## config.mk

```make
export PLATFORM = sky130hd
export DESIGN_NAME = segscan_rx
export DESIGN_NICKNAME = d
export VERILOG_FILES = /design/src/rtl/segscan_rx.sv
export SDC_FILE = /design/constraint.sdc
export NUM_CORES = 1
export LEC_CHECK = 0
export ABC_AREA = 0
export BUFFER_PORTS_ARGS = -buffer_cell sky130_fd_sc_hd__buf_2
export CORE_MARGIN = 2
export CORE_UTILIZATION = 50
export CTS_CLUSTER_SIZE = 30
export DETAILED_ROUTE_END_ITERATION = 8
export PLACE_DENSITY = 0.78
export SLEW_MARGIN = 10
export SYNTH_ARGS = -nofsm -noshare
export SYNTH_HDL_FRONTEND = slang
export SYNTH_SLANG_ARGS = --single-unit
```

## constraint.sdc

```tcl
create_clock -name clock -period 3.75 [get_ports clock]
set_clock_uncertainty 0.15 [all_clocks]
set_input_delay 0.75 -clock clock [delete_from_list [all_inputs] [get_ports clock]]
set_output_delay 0.75 -clock clock [all_outputs]
set_load 0.01 [all_outputs]
```

## src/rtl/segscan_rx.sv

```systemverilog
// segscan_rx: recovers the digits of a multiplexed 7-segment display into a
// 32-bit frame word, with valid/ready hand-off and error/overrun pulses.
//
// Ports:
//   clock, resetn            clock, async active-low reset
//   seg_in[6:0]              active-low segments (bit6=g .. bit0=a), async
//   dig_en_n[7:0]            active-low one-hot digit select, async
//   frame_data[31:0]         assembled word, digit i in bits [4i+3:4i]
//   frame_valid/frame_ready  frame hand-off
//   dig_err                  1-cycle pulse on a stable unrecognised pattern
//   overrun                  1-cycle pulse when a completed frame is dropped
//   err_cnt[7:0]             dig_err count, saturating (SEGSCAN_ERR_CNT_EN only)
module segscan_rx #(
    parameter int STABLE_CYC = 4
) (
    input  logic        clock,
    input  logic        resetn,
    input  logic [6:0]  seg_in,
    input  logic [7:0]  dig_en_n,
    output logic [31:0] frame_data,
    output logic        frame_valid,
    input  logic        frame_ready,
    output logic        dig_err,
    output logic        overrun
`ifdef SEGSCAN_ERR_CNT_EN
    ,
    output logic [7:0]  err_cnt
`endif
);

    typedef enum logic {COLLECT, HOLD} state_t;

    state_t      state;
    logic [14:0] sync1, sync2, prev;
    logic [3:0]  run_cnt;
    logic [31:0] cap_reg;
    logic [7:0]  mask;

    logic [7:0]  sel;
    logic        valid, same, fire;
    logic [2:0]  idx;
    logic [3:0]  nib;
    logic        known, blank;
    logic        cap_hit, err_hit, full;
    logic [31:0] cap_next;
    logic [7:0]  mask_next;

    assign sel   = ~sync2[14:7];
    assign valid = (sel != 8'd0) && ((sel & (sel - 8'd1)) == 8'd0);
    assign same  = (sync2 == prev);
    // One capture per run: the counter passes STABLE_CYC-1 only once
    // and saturates at 15, which is never below STABLE_CYC.
    assign fire  = valid && same && (run_cnt == 4'(STABLE_CYC - 1));
    assign blank = (sync2[6:0] == 7'h7F);

    always_comb begin
        idx = 3'd0;
        for (int i = 0; i < 8; i++)
            if (sel[i]) idx = 3'(i);
    end

    always_comb begin
        nib   = 4'h0;
        known = 1'b1;
        case (sync2[6:0])
            7'h40: nib = 4'h0;
            7'h79: nib = 4'h1;
            7'h24: nib = 4'h2;
            7'h30: nib = 4'h3;
            7'h19: nib = 4'h4;
            7'h12: nib = 4'h5;
            7'h02: nib = 4'h6;
            7'h78: nib = 4'h7;
            7'h00: nib = 4'h8;
            7'h10: nib = 4'h9;
            7'h08: nib = 4'hA;
            7'h03: nib = 4'hB;
            7'h27: nib = 4'hC;
            7'h21: nib = 4'hD;
            7'h06: nib = 4'hE;
            7'h0E: nib = 4'hF;
            default: known = 1'b0;
        endcase
    end

    assign cap_hit = fire && known;
    assign err_hit = fire && !known && !blank;

    always_comb begin
        cap_next = cap_reg;
        if (cap_hit) cap_next[{idx, 2'b00} +: 4] = nib;
    end

    assign mask_next = cap_hit ? (mask | sel) : mask;
    assign full      = cap_hit && (mask_next == 8'hFF);

    always_ff @(posedge clock or negedge resetn) begin
        if (!resetn) begin
            sync1   <= '1;
            sync2   <= '1;
            prev    <= '1;
            run_cnt <= 4'd0;
        end else begin
            sync1 <= {dig_en_n, seg_in};
            sync2 <= sync1;
            prev  <= sync2;
            if (!valid || !same)
                run_cnt <= 4'd0;
            else if (run_cnt != 4'hF)
                run_cnt <= run_cnt + 4'd1;
        end
    end

    always_ff @(posedge clock or negedge resetn) begin
        if (!resetn) begin
            state       <= COLLECT;
            cap_reg     <= 32'd0;
            mask        <= 8'd0;
            frame_data  <= 32'd0;
            frame_valid <= 1'b0;
            dig_err     <= 1'b0;
            overrun     <= 1'b0;
        end else begin
            dig_err <= err_hit;
            overrun <= 1'b0;
            cap_reg <= cap_next;
            mask    <= full ? 8'd0 : mask_next;
            unique case (state)
                COLLECT: begin
                    if (full) begin
                        frame_data  <= cap_next;
                        frame_valid <= 1'b1;
                        state       <= HOLD;
                    end
                end
                HOLD: begin
                    if (full) begin
                        // Accepted this cycle: swap in the new frame.
                        if (frame_ready) frame_data <= cap_next;
                        else             overrun    <= 1'b1;
                    end else if (frame_ready) begin
                        frame_valid <= 1'b0;
                        state       <= COLLECT;
                    end
                end
            endcase
        end
    end

`ifdef SEGSCAN_ERR_CNT_EN
    always_ff @(posedge clock or negedge resetn) begin
        if (!resetn)
            err_cnt <= 8'd0;
        else if (err_hit && err_cnt != 8'hFF)
            err_cnt <= err_cnt + 8'd1;
    end
`endif

endmodule
```

Word-level counts from Yosys, hierarchy flattened. Cells that the tools add are included.

Flip-flop bits (word level): 125. Logic and storage cells: 92.

$add $sub $neg: 3. Eq/ne operators: 24. Shift operators: 2. Mux-type cells: 29. Bitwise logic cells: 4. Reductions and logical operators: 19.

Operator list (count): $mux 32 (4); $pmux 32 s2 (1); $pmux 4 s15 (1); $bwmux 32 (1); $shift 4x7->32 const A (1); $shiftx 4x7->32 (1); $eq 7x6->1 const B (4); $eq 7x7->1 const B (4); $eq 7x5->1 const B (3); $mux 8 (2); $reduce_or 16->1 (1); $eq 15x15->1 (1); $eq 7x2->1 const B (2); $eq 7x4->1 const B (2); $mux 3 (4); $mux 1 (10); $and 8x8->8 (1); $eq 8x8->1 const B (1); $logic_not 8->1 (1); $mux 4 (2); $not 8->8 (1); $or 8x8->8 (1); $reduce_bool 8->1 (1); $sub 8x1->8 const B (1); 16 further kinds (30).

Logic depth before layout (Yosys ltp).
Depth after elaboration: 15. Mapped depth: 15.

Least setup slack after synthesis. OpenSTA, ideal clock, no wires.

Kind: flip-flop to flip-flop. Start point: register sync2[11]. End point: register frame_data[12]. Data arrival time: 3363 ps. Slack: 98 ps. Stages on the path, launching flop included: 14. Path buffers: 4. Path through: dfstp_2 -> buf_4 -> and4_1 -> nand4_1 -> xnor2_1 -> nor4b_2 -> and4_1 -> buf_2 -> inv_2 -> ha_1 -> nor3_1 -> clkbuf_1 -> clkbuf_1 -> a31oi_1.

Longest elaborated chain between the ends: 13. Elaborated cells between the ends (all ways): 30. Those cells by class: add/sub: 2; eq/ne: 4; shift: 2; mux: 11; bitwise: 3; reduce/logical: 8.

RTL lines: from (decl) (RTL line 34) `logic [14:0] sync1, sync2, prev;`; from (signal assigned) (RTL line 105) `sync2 <= sync1;`; $not 8->8 (RTL line 48) `assign sel = ~sync2[14:7];`; $sub 8x1->8 (RTL line 49) `assign valid = (sel != 8'd0) && ((sel & (sel - 8'd1)) == 8'd0);`; $and 8x8->8 (RTL line 49); $logic_not 8->1 (RTL line 49); $logic_and 1x1->1 (RTL line 49); $logic_and 1x1->1 (2 in a row) (RTL line 53) `assign fire = valid && same && (run_cnt == 4'(STABLE_CYC - 1));`; $logic_and 1x1->1 (RTL line 86) `assign cap_hit = fire && known;`; $mux 8 (RTL line 94) `assign mask_next = cap_hit ? (mask | sel) : mask;`; $eq 8x8->1 (RTL line 95) `assign full = cap_hit && (mask_next == 8'hFF);`; $logic_and 1x1->1 (RTL line 95); $ne 2x2->1 (no line) / $ne 2x1->1 (equally long branches); $reduce_and 3->1 (no line); to (signal assigned) (RTL line 131) `frame_data <= cap_next;`; to (signal assigned) (RTL line 139) `if (frame_ready) frame_data <= cap_next;`; to (decl) (RTL line 20) `output logic [31:0] frame_data,`.

Several ways; a longest one is shown, not always the timed one. The select of a mux whose other input is x is not followed. A chain may end at the register's enable or synchronous reset.

Final worst setup path.
Start point: register sync2[10]. End point: register frame_data[26].

Longest elaborated chain between the ends: 13. Elaborated cells between the ends (all ways): 31. Those cells by class: add/sub: 2; eq/ne: 4; shift: 2; mux: 12; bitwise: 3; reduce/logical: 8.

RTL lines: $not 8->8 (RTL line 48); $mux 2 / $sub 8x1->8 (equally long branches) (RTL line 59, 49); $mux 3 / $and 8x8->8 (equally long branches) (RTL line 59, 49); $mux 3 / $logic_not 8->1 (equally long branches) (RTL line 59, 49); $mux 3 / $logic_and 1x1->1 (equally long branches) (RTL line 59, 49); $mux 3 / $logic_and 1x1->1 (equally long branches) (RTL line 59, 53); $neg 5->7 / $logic_and 1x1->1 (equally long branches) (RTL line 91, 53); $shiftx 4x7->32 (tied with other cells) (RTL line 91) `if (cap_hit) cap_next[{idx, 2'b00} +: 4] = nib;`; $bwmux 32 / $mux 8 (equally long branches) (RTL line 91, 94); $mux 32 / $eq 8x8->1 (equally long branches) (RTL line 91, 95); $mux 32 / $logic_and 1x1->1 (equally long branches) (RTL line 139, 95); $mux 32 (tied with other cells) (RTL line 137) `if (full) begin`; $pmux 32 s2 / $reduce_and 3->1 (equally long branches).

Several ways; a longest one is shown, not always the timed one. The select of a mux whose other input is x is not followed.

==> metrics.yaml <==
outcome:
  status: "finished clean"
global_route:
  grt_max_degree: 68
  overflow: 0
  grt_pass1_vias: 4533
  antenna_found_initial: 0
  grt_pass1_wl_um: 21890
  grtUsageTotal_pct: 21.96
yosys:
  yosys-top-cells-count: "80 x dfrtp_1, 52 x nand2_1, 45 x dfstp_2"
  synthCells: 542
  ys_types: 71
  synth.avg_cell_area_um2: 10.76
  synth_edf_count: 0
  synth_most_common_cell: "dfrtp_1"
  synth-seq-cells: 125
  synth-async-reset-ratio_pct: 100.0
  ys_top_cells_by_area: "dfrtp_1 34%, dfstp_2 20%, nand4_1 4.4%"
  ys_warn_count: 0
  synth_top_cell_area_share_pct: 34.31
  ys.flop_type: "dfrtp_1"
  yosysTopAreaCell: "dfrtp_1"
  netlist_area_um2: 5834
  syn_nets: 565
  ys_seq_area_share_pct: 54.58
place:
  pre_cts_ws_ps: 214.3
  dpl_cell_area_um2: 6259
  dp_cells: 720
  io_buffers: 52
  place.detailed.hpwl_um: 9121
  gp_congestion: 0.9119
power_and_ir_drop:
  p_int_mw: 2.469
  p_clk_share_pct: 46.9
  p_total_mw: 3.209
  vdd.ir_drop.worst_mv: 0.5354
  switching_power_uw: 740.4
  switching_share_pct: 23.07
  p_per_area_nw_per_um2: 470.3
  p_leak_nw: 3.080
  pwr-share-comb_pct: 7.1
  pwr-share-seq_pct: 46.0
floorplanning:
  rows: 39
  die-area_um2: 12550
  fp.dieH_um: 112.0
  ios: 53
  start_util_pct: 51.10
  die_x_um: 112.0
  fp.coreArea_um2: 11420
sta:
  period_minus_slack_ps: 3603
  drv_slew: 0
  worst_pin_slew_ps: 1171
  post-route-period-util_pct: 96.07
  relSlewSlack_pct: 21.86
  setup_viol_count_final: 0
  hold_viol_final: 0
  final.setup.worst_slack_ps: 147.5
  tns_ps: 0
  fmax_mhz: 277.6
detailed_routing:
  num_vias: 4538
  wl_um: 13030
  ant_nets: 0
  dr.pass1.iters: 6
  drc_errors: 0
  wl_per_cell_um: 17.32
  via_per_inst: 6.035
  drt_iter0_markers: 325
clock_network:
  cts_made_buffers: 17
  clkSinkCount: 125
  clk_transition_reported_paths_ps: 50
  clockRootBuffer: "clkbuf_16"
  cts_max_path_buffers: 2
  cts_setup_buffers: 0
  cts_tree: "done"
  clock_latency_ps: 420
  htreeDepth: 4
layout:
  nNetsFinal: 619
  multi_input_area_um2: 2386
  finalNonFillerCells: 752
  ff_latch_area_um2: 3184
  area_growth_pct: 16.96
  final_area_um2: 6824
  fill_cells: 983
  drive_gt1_share_pct: 29.23
  antennaDiodeCount: 0
min_path:
  hold_path.class: "register to register"
critical_path:
  worstPathArrival_ps: 3800
  cp-end-kind: "register"
  crit_required_ps: 3950
  worstSetupPathType: "register to register"
  cp_max_fo: 11
  cp-start-kind: "register"
run:
  drv_cap: 0
-- placed cells by master (no fill, tap or decap), drive strengths merged, types with 3 or more instances in the layout --
cell,n
and3,5
o22ai,4
and4,9
nor2,39
nor3,12
a31oi,19
o31ai,16
xor2,6
a21oi,14
or3b,3
dfrtp,80
or4,4
a41oi,8
inv,19
o311ai,8
nand4,41
or3,3
mux2,12
nor4b,3
clkbuf,27
dfstp,45
buf,75
o211ai,10
nand2,52
nand3,16
nor4,14
xnor2,5
nor2b,3
clkinv,3
and2,4
nand2b,6
ha,5
o21ai,10
-- critical path, stage by stage, from the launching register on --
cell and delay [ps]:
dfstp_2 650, inv_1 130, a2111oi_1 500, and3_1 280, and3_1 170, and4_1 230
inv_2 70, ha_1 200, or3_1 450, nor4_1 290, buf_4 190, nand4_1 120
nand3_1 100
-- cells by family after synthesis --
group / count (synthesis) / share of synthesized area [%]
AND/OR/NAND/NOR: 221 / 21.62
XOR/XNOR: 11 / 1.651
flip-flops: 125 / 54.58
adder cells (fa/ha/maj): 5 / 1.072
AO/OA/AOI/OAI: 108 / 13.47
multiplexers: 13 / 2.681
buffers and inverters: 59 / 4.932
-- repair_timing --
item | 4_1_cts | 5_1_grt
endpoints found under the setup margin | 0 | 15
gates resized for setup | 0 | 2
hold buffers | 0 | 0
-- layer usage --
metal  vias up  wire length [um]  track usage, %
met1      2235              5700           27.31
li1       2150                 -               -
met3        21               650           5.670
met5         -                 0               0
met2       132              6393           36.28
met4         0               282           10.08
-- path summary, 6_finish.rpt --
path,cells after the start,to,from,slack (ps)
min,0,sync2[6],sync1[6],200
min reg2reg,0,sync2[6],sync1[6],200
max in group asynchronous,2,prev[2],resetn,2380
min in group asynchronous,1,mask[2],resetn,250
max reg2reg,12,frame_data[26],sync2[10],150
max,12,frame_data[26],sync2[10],150
-- power groups by stage --
stage | logic (mW) | clock network, mW | registers, mW
global route | 0.254 | 1.59 | 1.49
detailed placement | 0.229 | 0 | 1.50
finish | 0.228 | 1.50 | 1.48
CTS | 0.230 | 1.54 | 1.48
global placement | 0.225 | 0 | 1.49
floorplan | 0.130 | 0 | 1.49
-- stage by stage --
stage | hold WS [ps] | util (%)
3_5_place_dp | 196.8 | 54.81
6_report | 199.3 | 59.76
5_1_grt | 207.9 | 59.76
4_1_cts | 198.2 | 59.68
2_1_floorplan | 195.2 | -
3_3_place_gp | 195.3 | 54.81
-- area by class of cell --
type | count | share of cell area, %
Tap cell | 143 | 2.622
Clock buffer | 27 | 7.701
Clock inverter | 5 | 0.4400
Multi-Input combinational cell | 358 | 34.97
Sequential cell | 125 | 46.66
Timing Repair Buffer | 75 | 6.564
Inverter | 19 | 1.045
No activity file was read; power rests on OpenSTA's default activity.
